[config.mk]
export PLATFORM = sky130hd
export DESIGN_NAME = mem_arbiter
export DESIGN_NICKNAME = d
export VERILOG_FILES = /design/src/rtl/mem_arbiter.sv
export SDC_FILE = /design/constraint.sdc
export NUM_CORES = 1
export LEC_CHECK = 0
export BUFFER_PORTS_ARGS = -buffer_cell sky130_fd_sc_hd__buf_2
export CORE_AREA = 2 2 145 147
export DETAILED_ROUTE_END_ITERATION = 10
export DIE_AREA = 0 0 147 149
export HOLD_SLACK_MARGIN = 0.15
export MAX_ROUTING_LAYER = met4
export SYNTH_ARGS = -nofsm -noshare
export SYNTH_HDL_FRONTEND = slang
export SYNTH_SLANG_ARGS = --single-unit
[constraint.sdc]
create_clock -name clk -period 2.2 [get_ports clk]
set_input_delay 0.33 -clock clk [delete_from_list [all_inputs] [get_ports clk]]
set_output_delay 0.33 -clock clk [all_outputs]
set_load 0.05 [all_outputs]
[src/rtl/mem_arbiter.sv]
// Two-port arbiter in front of a single-port SRAM with one-cycle read latency.
// The data port has priority; ifetch is forced through after STARVE_LIMIT consecutive denials.
module mem_arbiter #(
    parameter int unsigned LEN_ADDR     = 64,
    parameter int unsigned STARVE_LIMIT = 4
) (
    input  logic                clk,
    input  logic                rst,

    input  logic                if_req,
    input  logic [LEN_ADDR-1:0] if_addr,
    input  logic                if_flush,
    output logic                if_gnt,
    output logic                if_rvalid,
    output logic [31:0]         if_rdata,

    input  logic                mem_req,
    input  logic [LEN_ADDR-1:0] mem_addr,
    input  logic [3:0]          mem_we,
    input  logic [31:0]         mem_wdata,
    output logic                mem_gnt,
    output logic                mem_rvalid,
    output logic [31:0]         mem_rdata,

    output logic [LEN_ADDR-1:0] sram_addr,
    output logic                sram_en,
    output logic [3:0]          sram_we,
    output logic [31:0]         sram_din,
    input  logic [31:0]         sram_dout
);

    typedef enum logic [1:0] {
        NONE   = 2'd0,
        IF_RD  = 2'd1,
        MEM_RD = 2'd2
    } owner_e;

    localparam logic [3:0] LIMIT = 4'(STARVE_LIMIT);

    owner_e     state_q, state_d;
    logic [3:0] starve_q, starve_d;
    logic       if_keep_q, if_keep_d;
    logic       force_if;

    always_comb begin
        force_if  = if_req && (starve_q == LIMIT);
        if_gnt    = !rst && if_req && (!mem_req || force_if);
        mem_gnt   = !rst && mem_req && !force_if;

        sram_en   = if_gnt || mem_gnt;
        sram_addr = '0;
        sram_we   = '0;
        sram_din  = '0;
        if (if_gnt) begin
            sram_addr = if_addr;
        end else if (mem_gnt) begin
            sram_addr = mem_addr;
            sram_we   = mem_we;
            sram_din  = mem_wdata;
        end

        if (if_req && !if_gnt) begin
            starve_d = (starve_q == LIMIT) ? starve_q : starve_q + 4'd1;
        end else begin
            starve_d = '0;
        end

        if (if_gnt) begin
            state_d = IF_RD;
        end else if (mem_gnt && (mem_we == 4'h0)) begin
            state_d = MEM_RD;
        end else begin
            state_d = NONE;
        end
        // A flush in the grant cycle is remembered so the response is dropped next cycle.
        if_keep_d = !if_flush;
    end

    always_ff @(posedge clk) begin
        if (rst) begin
            state_q   <= NONE;
            starve_q  <= '0;
            if_keep_q <= 1'b0;
        end else begin
            state_q   <= state_d;
            starve_q  <= starve_d;
            if_keep_q <= if_keep_d;
        end
    end

    // Gating with rst drops a response whose grant preceded the reset cycle.
    assign if_rvalid  = !rst && (state_q == IF_RD) && if_keep_q && !if_flush;
    assign mem_rvalid = !rst && (state_q == MEM_RD);
    assign if_rdata   = sram_dout;
    assign mem_rdata  = sram_dout;

endmodule

==> flow_metrics.tcl <==
set metrics [dict create \
    die_y_um 149 \
    port_buffers 273 \
    final_max_slew_viol_count 0 \
    layout_common_cells "buf_2 (196), a22o_1 (63), buf_6 (62), and2_1 (37), buf_4 (10)" \
    hold_depth 2 \
    fin_tns_setup_ns 0 \
    core_sq_um 20600 \
    initialDrtViolationCount 73 \
    r2r.worst_path.cells 6 \
    leakage_nw 1.91 \
    startpoint_type "flop" \
    synth_area_sq_um 1740 \
    avgSynthCellArea_sq_um 8.01 \
    synth-warning-count 0 \
    max_cap_viol_count 0 \
    crit_path_start "starve_q[0]" \
    worstHoldStart "if_flush" \
    cts_buffers 3 \
    critPathKind "flop to output port" \
    finClkSkew_ns 0.00157 \
    rrSetupSlack_ns 0.75 \
    postCtsHoldBufs 0 \
    fp-row-count 53 \
    hold_violations 0 \
    worstPathRequired_ns 1.87 \
    crit_path_max_fanout 17 \
    fin_crit_sh 0.982 \
    status "completed" \
    power_density_nw_per_um2 374 \
    nNetsFinal 625 \
    grt_pass1_wl_mm 10.7 \
    rr_startpoint "starve_q[0]" \
    fin_crit_ns 2.16 \
    clockBufferDepth 2 \
    firstDrtPassIters 4 \
    htreeDepth 1 \
    fin_area_sq_um 3610 \
    fin_ws_ns 0.0398 \
    routed_wl_mm 8.62 \
    synth-seq-area-share 0.0806 \
    ys_ff_latch 7 \
    place_area_sq_um 2950 \
    netlist-cell-type-count 21 \
    gp_congestion 0.746 \
    ant_nets 0 \
    max_freq_ghz 0.463 \
    ir_worst_vdd_uv 181 \
    hp-class "input port to flop" \
    grt_max_degree 52 \
    cts.reportedPaths.clkPinSlew_ns 0.04 \
    slew_headroom 0.831 \
    cts_tree "built" \
    pre_cts_ws_ns 0.0869 \
    clk_latency_ns 0.23 \
    routedWlPerCell_um 12.4 \
    crit_path_end_kind "output port" \
    via_per_inst 3.45 \
    synthCells 217 \
    synth_nets 420 \
    clock-sinks 7 \
    grtUsageTotal 0.0625 \
    grt_overflow 0 \
    final_common_cell "buf_2" \
    io_pins 370 \
    place_hpwl_mm 6.16 \
    antenna_found_initial 0 \
    rsz0062_at_grt "yes" \
    die_w_um 147 \
    grt_pass1_vias 2112 \
    diodes 0 \
    vias 2404 \
    reg2reg_to "starve_q[1]" \
    area_delta_synth_final_pct 108 \
    worst_slew_pin_slew_ns 0.255 \
    crit_arrival_ns 1.83 \
    cts-root-buf "clkbuf_16" \
    hold_end "if_keep_q" \
    dieArea_sq_um 21900 \
    drcViolationCount 0 \
    start_util 0.0846 \
    layout-drive-gt1-share 0.703 \
    finalSetupViolCount 0 \
]
-- state kept, by name, summed over array words and instances (netlist names) --
| name | flops |
|---|---|
| state_q | 2 |
| if_keep_q | 1 |
| starve_q | 4 |
-- cell usage after synthesis --
cell type / count / area (sq um)
o211a_1: 1 / 10.0
nor3b_1: 1 / 7.51
a22o_1: 64 / 561
and2_1: 37 / 231
buf_4: 70 / 526
o2111a_1: 1 / 11.3
nor4_1: 1 / 6.26
ha_1: 2 / 25.0
a211oi_1: 1 / 7.51
mux2_2: 1 / 11.3
a211oi_2: 1 / 12.5
clkbuf_1: 5 / 18.8
nand2b_1: 1 / 6.26
buf_2: 2 / 10.0
nand3_1: 3 / 15.0
and3_1: 3 / 18.8
buf_6: 6 / 67.6
inv_1: 4 / 15.0
nand3b_4: 1 / 20.0
dfxtp_1: 7 / 140
nor2_1: 5 / 18.8
-- critical path, stage by stage (launching register included) --
cell       delay, ns
dfxtp_2         0.32
inv_2           0.07
ha_4            0.15
nand3b_4        0.10
a211oi_4        0.25
buf_12          0.18
clkbuf_16       0.18
a22o_1          0.17
buf_6           0.16
-- final cells by class --
class	count	area [sq um]
Tap cell	275	344
Timing Repair Buffer	283	2030
Fill cell	2301	16900
Multi-Input combinational cell	123	998
Clock buffer	4	78.8
Sequential cell	7	143
Inverter	4	15.0
-- power breakdown --
group	internal [W]	leakage, nW	switching [W]
Combinational	0.000366	1.82	0.000544
Clock	0.000241	0.0382	0.0000674
Sequential	0.000131	0.0579	0.00000156
-- cell families after synthesis --
kind of cell | after synthesis | share of synthesized area
muxes | 1 | 0.00647
DFF | 7 | 0.0806
AOI/OAI and AO/OA | 68 | 0.346
buffers and inverters | 87 | 0.366
adders and majority gates | 2 | 0.0144
and+or+nand+nor | 52 | 0.186
-- metrics by stage --
step,instances,total power [W],utilization,hold WS (ns)
3_3_place_gp,686,0.000902,0.144,0.516
4_1_cts,692,0.00131,0.166,0.268
3_5_place_dp,686,0.000904,0.144,0.511
6_report,696,0.00135,0.176,0.270
5_1_grt,696,0.00141,0.176,0.278
2_1_floorplan,217,0.000950,-,0.403
-- timing repair --
| item | in CTS | in global routing |
|---|---|---|
| setup buffers | 1 | 1 |
| pin swaps | 3 | 30 |
| endpoints found under the setup margin | 91 | 91 |
| gates resized for setup | 111 | 35 |
| gates cloned | 1 | 3 |
-- worst max path at each step --
| stage | end | slack, ns | cells past startpoint |
|---|---|---|---|
| after floorplan | sram_addr[54] | 0.11 | 6 |
| after global placement | sram_addr[23] | 0.07 | 7 |
| after detailed placement | sram_addr[36] | 0.09 | 7 |
| after CTS | sram_addr[36] | 0.002 | 8 |
| after global routing | sram_addr[43] | -0.06 | 8 |
| final | sram_addr[59] | 0.04 | 8 |
-- per-layer routing --
metal | vias up | GRT usage | part of all wire
met2 | 160 | 0.102 | 0.49
met3 | 31 | 0.0205 | 0.10
li1 | 1121 | - | -
met1 | 1092 | 0.0692 | 0.37
met4 | 0 | 0.0298 | 0.037
met5 | - | - | 0
No activity file was read; power rests on OpenSTA's default activity.
